==> src/rtl/alu_pkg.sv <==
// alu_pkg: ALU control codes, RV32I opcode/funct fields and the ALU instruction decoder.
// Define ALU_DECODE_SLT_EN to also decode slt/slti.
package alu_pkg;
    localparam logic [3:0] ALU_AND = 4'b0000;
    localparam logic [3:0] ALU_OR  = 4'b0001;
    localparam logic [3:0] ALU_ADD = 4'b0010;
    localparam logic [3:0] ALU_SUB = 4'b0110;
    localparam logic [3:0] ALU_SLT = 4'b0111;
    localparam logic [6:0] OP_REG = 7'b0110011;
    localparam logic [6:0] OP_IMM = 7'b0010011;
    localparam logic [2:0] F3_ADD = 3'b000;
    localparam logic [2:0] F3_SLT = 3'b010;
    localparam logic [2:0] F3_OR  = 3'b110;
    localparam logic [2:0] F3_AND = 3'b111;
    localparam logic [6:0] F7_BASE = 7'b0000000;
    localparam logic [6:0] F7_SUB  = 7'b0100000;

    typedef struct packed {
        logic       legal;
        logic       is_r;
        logic [3:0] ctrl;
    } dec_t;

    function automatic dec_t alu_decode(input logic [31:0] instr);
        dec_t d;
        logic r, i, base_ok, sub_ok;
        r = instr[6:0] == OP_REG;
        i = instr[6:0] == OP_IMM;
        base_ok = i || (r && instr[31:25] == F7_BASE);
        sub_ok = r && instr[31:25] == F7_SUB;
        d.is_r = r;
        d.ctrl = ALU_AND;
        d.legal = 1'b0;
        case (instr[14:12])
            F3_ADD: begin
                d.ctrl = sub_ok ? ALU_SUB : ALU_ADD;
                d.legal = base_ok || sub_ok;
            end
            F3_OR: begin
                d.ctrl = ALU_OR;
                d.legal = base_ok;
            end
            F3_AND: begin
                d.ctrl = ALU_AND;
                d.legal = base_ok;
            end
`ifdef ALU_DECODE_SLT_EN
            F3_SLT: begin
                d.ctrl = ALU_SLT;
                d.legal = base_ok;
            end
`endif
            default: ;
        endcase
        return d;
    endfunction
endpackage

==> src/rtl/alu_decode_stage_if.sv <==
// alu_decode_stage_if: instruction, ALU issue and writeback signals of the decode stage.
interface alu_decode_stage_if #(
    parameter int XLEN = 32
);
    logic            InstrValid;
    logic            InstrReady;
    logic [31:0]     Instr;
    logic            AluValid;
    logic            AluReady;
    logic [3:0]      Control;
    logic [XLEN-1:0] Operand1;
    logic [XLEN-1:0] Operand2;
    logic [4:0]      Rd;
    logic            WbEn;
    logic [4:0]      WbAddr;
    logic [XLEN-1:0] WbData;
    logic            IllegalInstr;

    modport master (
        output InstrValid, Instr, AluReady, WbEn, WbAddr, WbData,
        input  InstrReady, AluValid, Control, Operand1, Operand2, Rd, IllegalInstr
    );
    modport slave (
        input  InstrValid, Instr, AluReady, WbEn, WbAddr, WbData,
        output InstrReady, AluValid, Control, Operand1, Operand2, Rd, IllegalInstr
    );
endinterface

==> src/rtl/alu_regfile.sv <==
// alu_regfile: 2R1W register file, x0 hardwired to zero, write-through bypass on reads.
module alu_regfile #(
    parameter int XLEN = 32,
    parameter int NREG = 32
) (
    input  logic            clk,
    input  logic            rst,
    input  logic            we,
    input  logic [4:0]      waddr,
    input  logic [XLEN-1:0] wdata,
    input  logic [4:0]      raddr1,
    input  logic [4:0]      raddr2,
    output logic [XLEN-1:0] rdata1,
    output logic [XLEN-1:0] rdata2
);
    logic [XLEN-1:0] regs [NREG];

    always_ff @(posedge clk) begin
        if (rst) begin
            for (int i = 0; i < NREG; i++) regs[i] <= '0;
        end else if (we && waddr != '0) begin
            regs[waddr] <= wdata;
        end
    end

    assign rdata1 = raddr1 == '0 ? '0 : (we && waddr == raddr1) ? wdata : regs[raddr1];
    assign rdata2 = raddr2 == '0 ? '0 : (we && waddr == raddr2) ? wdata : regs[raddr2];
endmodule

==> src/rtl/alu_decode_stage.sv <==
// alu_decode_stage: RV32I ALU decode/operand fetch with a RAW scoreboard on destination registers.
// Optional slt/slti support comes from ALU_DECODE_SLT_EN, evaluated in alu_pkg.
module alu_decode_stage
    import alu_pkg::*;
#(
    parameter int XLEN = 32,
    parameter int NREG = 32
) (
    input logic               Clk,
    input logic               Reset,
    alu_decode_stage_if.slave bus
);
    dec_t            dec;
    logic [4:0]      rs1, rs2, rd;
    logic [XLEN-1:0] rdata1, rdata2, imm;
    logic [NREG-1:0] pending, pending_nx;
    logic            busy1, busy2, hazard, accept, issue;

    assign dec = alu_decode(bus.Instr);
    assign rs1 = bus.Instr[19:15];
    assign rs2 = bus.Instr[24:20];
    assign rd  = bus.Instr[11:7];
    assign imm = {{(XLEN-12){bus.Instr[31]}}, bus.Instr[31:20]};

    alu_regfile #(.XLEN(XLEN), .NREG(NREG)) u_rf (
        .clk(Clk), .rst(Reset), .we(bus.WbEn), .waddr(bus.WbAddr), .wdata(bus.WbData),
        .raddr1(rs1), .raddr2(rs2), .rdata1(rdata1), .rdata2(rdata2)
    );

    // A source retired by this cycle's writeback is no longer a hazard; the regfile bypasses it.
    assign busy1 = pending[rs1] && !(bus.WbEn && bus.WbAddr == rs1);
    assign busy2 = pending[rs2] && !(bus.WbEn && bus.WbAddr == rs2);
    assign hazard = dec.legal && (busy1 || (dec.is_r && busy2));
    assign bus.InstrReady = !Reset && (!bus.AluValid || bus.AluReady) && !hazard;
    assign accept = bus.InstrValid && bus.InstrReady;
    assign issue = accept && dec.legal;

    always_comb begin
        pending_nx = pending;
        if (bus.WbEn) pending_nx[bus.WbAddr] = 1'b0;
        if (issue && rd != '0) pending_nx[rd] = 1'b1;
    end

    always_ff @(posedge Clk) begin
        if (Reset) begin
            bus.AluValid <= 1'b0;
            bus.Control <= ALU_AND;
            bus.Operand1 <= '0;
            bus.Operand2 <= '0;
            bus.Rd <= '0;
            bus.IllegalInstr <= 1'b0;
            pending <= '0;
        end else begin
            bus.IllegalInstr <= accept && !dec.legal;
            pending <= pending_nx;
            if (issue) begin
                bus.AluValid <= 1'b1;
                bus.Control <= dec.ctrl;
                bus.Operand1 <= rdata1;
                bus.Operand2 <= dec.is_r ? rdata2 : imm;
                bus.Rd <= rd;
            end else if (bus.AluReady) begin
                bus.AluValid <= 1'b0;
            end
        end
    end
endmodule
==> src/flat_wrapper.sv <==
// flat-port wrapper written by rule: the top's interface ports become plain ports
module alu_decode_stage_flat import alu_pkg::*;
#(
    parameter int XLEN = 32,
    parameter int NREG = 32
)
  (Clk, Reset, bus_InstrValid, bus_Instr, bus_AluReady, bus_WbEn, bus_WbAddr, bus_WbData, bus_InstrReady, bus_AluValid, bus_Control, bus_Operand1, bus_Operand2, bus_Rd, bus_IllegalInstr);
  alu_decode_stage_if #(.XLEN(XLEN)) bus_i ();
  input logic Clk;
  input logic Reset;
  input wire logic [$bits(bus_i.InstrValid)-1:0] bus_InstrValid;
  input wire logic [$bits(bus_i.Instr)-1:0] bus_Instr;
  input wire logic [$bits(bus_i.AluReady)-1:0] bus_AluReady;
  input wire logic [$bits(bus_i.WbEn)-1:0] bus_WbEn;
  input wire logic [$bits(bus_i.WbAddr)-1:0] bus_WbAddr;
  input wire logic [$bits(bus_i.WbData)-1:0] bus_WbData;
  output wire logic [$bits(bus_i.InstrReady)-1:0] bus_InstrReady;
  output wire logic [$bits(bus_i.AluValid)-1:0] bus_AluValid;
  output wire logic [$bits(bus_i.Control)-1:0] bus_Control;
  output wire logic [$bits(bus_i.Operand1)-1:0] bus_Operand1;
  output wire logic [$bits(bus_i.Operand2)-1:0] bus_Operand2;
  output wire logic [$bits(bus_i.Rd)-1:0] bus_Rd;
  output wire logic [$bits(bus_i.IllegalInstr)-1:0] bus_IllegalInstr;
  assign bus_i.InstrValid = bus_InstrValid;
  assign bus_i.Instr = bus_Instr;
  assign bus_i.AluReady = bus_AluReady;
  assign bus_i.WbEn = bus_WbEn;
  assign bus_i.WbAddr = bus_WbAddr;
  assign bus_i.WbData = bus_WbData;
  assign bus_InstrReady = bus_i.InstrReady;
  assign bus_AluValid = bus_i.AluValid;
  assign bus_Control = bus_i.Control;
  assign bus_Operand1 = bus_i.Operand1;
  assign bus_Operand2 = bus_i.Operand2;
  assign bus_Rd = bus_i.Rd;
  assign bus_IllegalInstr = bus_i.IllegalInstr;
  alu_decode_stage #(.XLEN(XLEN), .NREG(NREG)) u_core (.Clk(Clk), .Reset(Reset), .bus(bus_i));
endmodule
==> config.mk <==
export PLATFORM = sky130hd
export DESIGN_NAME = alu_decode_stage_flat
export DESIGN_NICKNAME = d
export VERILOG_FILES = /design/src/rtl/alu_pkg.sv /design/src/rtl/alu_decode_stage_if.sv /design/src/rtl/alu_regfile.sv /design/src/rtl/alu_decode_stage.sv /design/src/flat_wrapper.sv
export SDC_FILE = /design/constraint.sdc
export NUM_CORES = 2
export LEC_CHECK = 0
export CAP_MARGIN = 20
export CORE_UTILIZATION = 35
export DETAILED_ROUTE_END_ITERATION = 7
export PLACE_DENSITY_LB_ADDON = 0.25
export SLEW_MARGIN = 30
export SYNTH_ARGS = -nofsm -noshare
export SYNTH_HDL_FRONTEND = slang
export SYNTH_SLANG_ARGS = --single-unit
==> constraint.sdc <==
create_clock -name Clk -period 4.5 [get_ports Clk]
set_input_delay 0.9 -clock Clk [delete_from_list [all_inputs] [get_ports Clk]]
set_output_delay 0.9 -clock Clk [all_outputs]
set_load 0.02 [all_outputs]
# After elaboration in Yosys (flattened, before gate mapping)
# Memories as Yosys holds them, arrays and structs flattened.
# Cells that the tools add are included.
[word_totals]
input_bits = 74
mem_bits_rw = 1024
output_inout_bits = 76
regBits = 107
mem_count = 1
[op_classes]
bitwise_logic = 3
n_eq_ne = 7
n_mux = 28
n_reduce_logical = 36
magnitude_cmp = 6
[memory_table]
columns = ["memory", "words", "width", "read_ports", "rd_ports_with_merged_regs", "wr", "line", "rtl"]
rows = [
  ["u_core.u_rf.regs", 32, 32, 2, 0, 32, "alu_regfile.sv:16", "logic [XLEN-1:0] regs [NREG];"],
]
[op_table]
columns = ["cell", "n"]
rows = [
  ["$mux W32", 8],
  ["$and A32 B32 Y32", 1],
  ["$not A32 Y32", 1],
  ["$or A32 B32 Y32", 1],
  ["$reduce_or A32 Y1", 1],
  ["$lt A5 B6 Y1 const B", 4],
  ["$logic_and A1 B1 Y1", 17],
  ["$eq A7 B6 Y1 const B", 2],
  ["$mux W1", 12],
  ["$bmux W1 S5", 2],
  ["$demux W1 S5", 2],
  ["$eq A5 B5 Y1", 2],
  ["$ge A5 B1 Y1 const B", 2],
  ["$logic_not A5 Y1", 2],
  ["$reduce_bool A5 Y1", 2],
  ["$pmux W4 S2", 1],
  ["$eq A7 B5 Y1 const B", 1],
  ["$logic_not A7 Y1", 1],
  ["$eq A3 B3 Y1 const B", 2],
  ["$logic_not A1 Y1", 6],
  ["$mux W5", 1],
  ["$logic_or A1 B1 Y1", 4],
  ["$logic_not A3 Y1", 1],
  ["$mux W3", 1],
  ["3 further kinds", 3],
]

# Logic depth before layout (Yosys ltp)
[logic_depth]
word_depth = 13
ltp_mapped = 12
mapped_depth_nobuf = 6

# Cells and area by module
# A second synthesis with hierarchy kept.
[unflattened]
cells_unflattened = 4360
hier_area_um2 = 60261.5
[by_module_without_submodules]
columns = ["module", "cells_per_inst", "seq_area_each_um2", "area_each_um2", "instances"]
rows = [
  ["alu_regfile", 3740, 30749.5, 54722.5, 1],
  ["alu_decode_stage", 620, 2122.0, 5539.1, 1],
]

# Least setup slack after synthesis
# Ideal clock, no wire load.
[synth_timing]
path_type = "input to register"
start = "input bus_WbEn"
end = "memory u_core.u_rf.regs[20][0] (enable)"
setup_ns = 0.466
arrival_ns = 4.289
path_stages = 5
path_slack_ns = -0.254
cell_sequence = "clkbuf_1 nand2_1 or4_1 clkbuf_1 o21ai_0"
[synth_lines]
columns = ["element", "line", "rtl"]
rows = [
  ["from (decl)", "flat_wrapper.sv:14", "input wire logic [$bits(bus_i.WbEn)-1:0] bus_WbEn;"],
  ["to (decl)", "alu_regfile.sv:16", ""],
]

# Final worst setup path
[layout_timing]
start = "input bus_Instr[31]"
end = "output bus_InstrReady"
[layout_via]
elab_chain_cells = 8
[layout_rtl]
columns = ["element", "line", "rtl"]
rows = [
  ["from (decl)", "flat_wrapper.sv:12", "input wire logic [$bits(bus_i.Instr)-1:0] bus_Instr;"],
  ["$logic_not A7 Y1", "alu_pkg.sv:29", "base_ok = i || (r && instr[31:25] == F7_BASE);"],
  ["$logic_and A1 B1 Y1", "alu_pkg.sv:29", ""],
  ["$logic_or A1 B1 Y1", "alu_pkg.sv:29", ""],
  ["$logic_or A1 B1 Y1", "alu_pkg.sv:37", "d.legal = base_ok || sub_ok;"],
  ["$pmux W1 S2 (*)", "alu_pkg.sv:34", "case (instr[14:12])"],
  ["$logic_and A1 B1 Y1 (*)", "alu_decode_stage.sv:33", "assign hazard = dec.legal && (busy1 || (dec.is_r && busy2));"],
  ["$logic_not A1 Y1 (*)", "alu_decode_stage.sv:34", "assign bus.InstrReady = !Reset && (!bus.AluValid || bus.AluReady) && !hazard;"],
  ["$logic_and A1 B1 Y1 (*)", "alu_decode_stage.sv:34", ""],
  ["to (decl)", "flat_wrapper.sv:17", "output wire logic [$bits(bus_i.InstrReady)-1:0] bus_InstrReady;"],
]
# Every way passes the cells marked *; elsewhere a longest branch is shown, timed or not.

==> metrics.csv <==
stage,metric,value,unit
run_status,failing checks,design-rule violations,
global_routing,GR Util All Layers,26.1,%
synth,top_reg_cell synth,edfxtp_1,
floorplanning,Starting Density,35.2,%
synth,biggest area consumer among synthesized cells,edfxtp_1,
cts,number of CTS-inserted buffers,120,
timing,worst slew pin tran,1.05,ns
placed_design,pre-CTS setup slack,0.0781,ns
global_routing,vias in the first global route,40000,
cts,Sink Count,1130,
cts,Clock Latency Late Sink,0.81,ns
global_routing,largest net degree at the start of global routing,110,
synth,synth cell count leaders,"1024 x edfxtp_1, 1003 x and2_1, 512 x mux4_2",
power_and_ir_drop,VDD IR max,0.365,mV
finish,final design utilization,41.1,%
critical_path,Crit path arrival time,3.53,ns
floorplanning,Die X,415,um
critical_path,crit path max fanout,2,
floorplanning,Die Y,415,um
global_routing,first-pass GRT wire length,318000,um
placed_design,IO buf count,148,
routing,DR pass1 iterations,8,
finish,layout overhead on the synthesized area,16.7,%
critical_path,crit path cell chain,"clkdlybuf4s50_1, or4_1, a2111o_1, a221oi_4, o21ai_0, and2_1, clkdlybuf4s50_1",
routing,residual antenna-violating net count after detailed routing,0,
cts,H-tree Lvls,3,
finish,Non-Filler Instances,6529,
synth,Synth Cell Area,59700,um^2
timing,final clock skew,0.0660,ns
global_routing,grt total ovfl,0,
finish,Finished Cell Area,69600,um^2
critical_path,Worst setup SP type,input pin,
timing,Worst Hold Slack,0.466,ns
synth,"count leader, synth",edfxtp_1,
critical_path,worst path required time,3.60,ns
cts,Clock Pin Slew Worst Setup and Hold Paths,0.06,ns
hold_path,Worst Hold Class,reg2reg,
timing,unrepaired setup endpoints after global routing,false,
placed_design,dpl cells,6289,
finish,layout cell share with drive strength beyond 1,24.7,%
synth,"FF+latch count, synth",1130,
timing,Final Worst Setup Slack,0.0656,ns
timing,"Hold Vio Cnt, Final",0,
critical_path,CP Capture Type,output port,
finish,fin nets,4267,
power_and_ir_drop,Design Power,25.9,mW
critical_path,Critical Path Max Stage Delay,0.56,ns
floorplanning,# IOs,150,
routing,drt initial violations,5421,
routing,via count,40100,
finish,Filler cells,15300,
cts,CTS tree,done,
cts,CTS Root Cell,clkbuf_16,
routing,Via density,6.15,
floorplanning,Site Rows,151,
routing,DRT Wirelength,228000,um
critical_path,Crit-path slowest cell,or4_1,
power_and_ir_drop,Power Density,372,nW/um^2
synth,Yosys Warn Count,0,
placed_design,GP Congestion,0.865,
timing,final setup fails,0,
synth,"Distinct cells, synth",68,
global_routing,initial antenna violation count,26,
routing,DRC errors left,4,
cts,maximum root-to-sink buffer count,3,
run,max-cap violations,0,
critical_path,critical path type,in2out,
synth,Cells after Synth,4088,
synth,Syn Area/Cell,14.6,um^2
timing,relative slew slack,29.9,%
synth,share of the synthesized area in the top cell type,51.5,%
synth,Synth area leaders,"edfxtp_1 52%, mux4_2 19%, and2_1 11%",
placed_design,placed cell area,65400,um^2
synth,"EDFF count, synth",1024,
timing,Slew Limit Fails,0,
timing,fin crit period,4.43,ns
synth,async set-or-reset flop fraction in the synthesized netlist,0,%
cts,"Setup Fix Bufs, Post-CTS",0,
power_and_ir_drop,leakage power,23.7,nW
routing,DR WL/cell,35.0,um
timing,f_max,226,MHz
synth,"Seq/Total Area, Yosys",55.1,%
run_status,status,"complete, but fails checks",
timing,Final period util,98.5,%
floorplanning,die area,172000,um^2
placed_design,detailed placement HPWL,137000,um
critical_path,cell mode on critical path,clkdlybuf4s50_1,
timing,setup TNS,0,ns
floorplanning,Core Footprint,169000,um^2
[critical path: cells and delay by family]
kind,cells,cell delay (ns)
buffers and inverters,2,0.94
and+or+nand+nor,2,0.74
AOI/OAI and AO/OA,3,0.95
[kinds of logic (layout without fill, tap and decap cells)]
family	count (synthesis)	after routing	synth area share, %
AOI/OAI and AO/OA	459	459	5.77
muxes	686	686	22.3
other	1	44	0.00628
and+or+nand+nor	1339	1339	13.5
buffers and inverters	463	643	3.23
DFF	1130	1130	55.1
xor gates and xnor gates	10	10	0.147
[area by class of cell]
type                    instances  area, um^2  area share, %
inverters                       9        36.3         0.0521
repair buffers                405        4060           5.82
diodes                         11        27.5         0.0395
clock buffers                 172        3420           4.91
multi-input cells            2527       25700           36.9
flip-flops and latches       1130       32900           47.2
well taps                    2218        2780           3.98
clock inverters                57         768           1.10
[final timing paths]
kind / depth (start not counted) / slack [ns] / from / endpoint
max: 7 / 0.07 / bus_Instr[31] / bus_InstrReady
min: 2 / 0.47 / u_core.bus.Operand2[0] / u_core.bus.Operand2[0]
max reg2reg: 6 / 1.62 / u_core.u_rf.regs[7][19] / u_core.bus.Operand2[19]
min reg2reg: 2 / 0.47 / u_core.bus.Operand2[0] / u_core.bus.Operand2[0]
[power breakdown]
| group | internal [mW] | switching, mW | total (mW) |
|---|---|---|---|
| sequential | 12.0 | 0.274 | 12.2 |
| combinational | 1.26 | 1.75 | 3.02 |
| clock | 6.12 | 4.51 | 10.6 |
| total | 19.3 | 6.54 | 25.9 |
[metal layers]
layer	share of wire, %	GRT usage (%)
met1	38	33.6
met2	48	42.3
met3	8.9	4.49
met4	5.3	13.3
met5	0.0057	0
[placed cells by master, fill, tap and decap left out, types with 44 or more instances in the layout]
cell type	netlist	final
edfxtp_1	1024	1024
and2_1	1003	1001
mux4_2	512	512
buf_4	21	208
mux2i_1	168	168
clkdlybuf4s50_1	0	133
clkbuf_16	0	121
nand2_1	106	106
dfxtp_1	106	106
a22oi_1	75	75
buf_12	0	53
o211ai_1	44	44
[registers in the layout (all words and copies together), names as in the netlist]
register	cells
u_core.bus.IllegalInstr	1
u_core.bus.Operand2	32
u_core.pending	32
u_core.bus.Rd	5
u_core.bus.Operand1	32
u_core.bus.Control	3
u_core.u_rf.regs	1024
u_core.bus.AluValid	1
[what timing repair did]
action                     CTS  global route
setup endpoints to repair    0             1
hold buffers                 0             0
resized for setup            0             1
No activity file was read; power rests on OpenSTA's default activity.
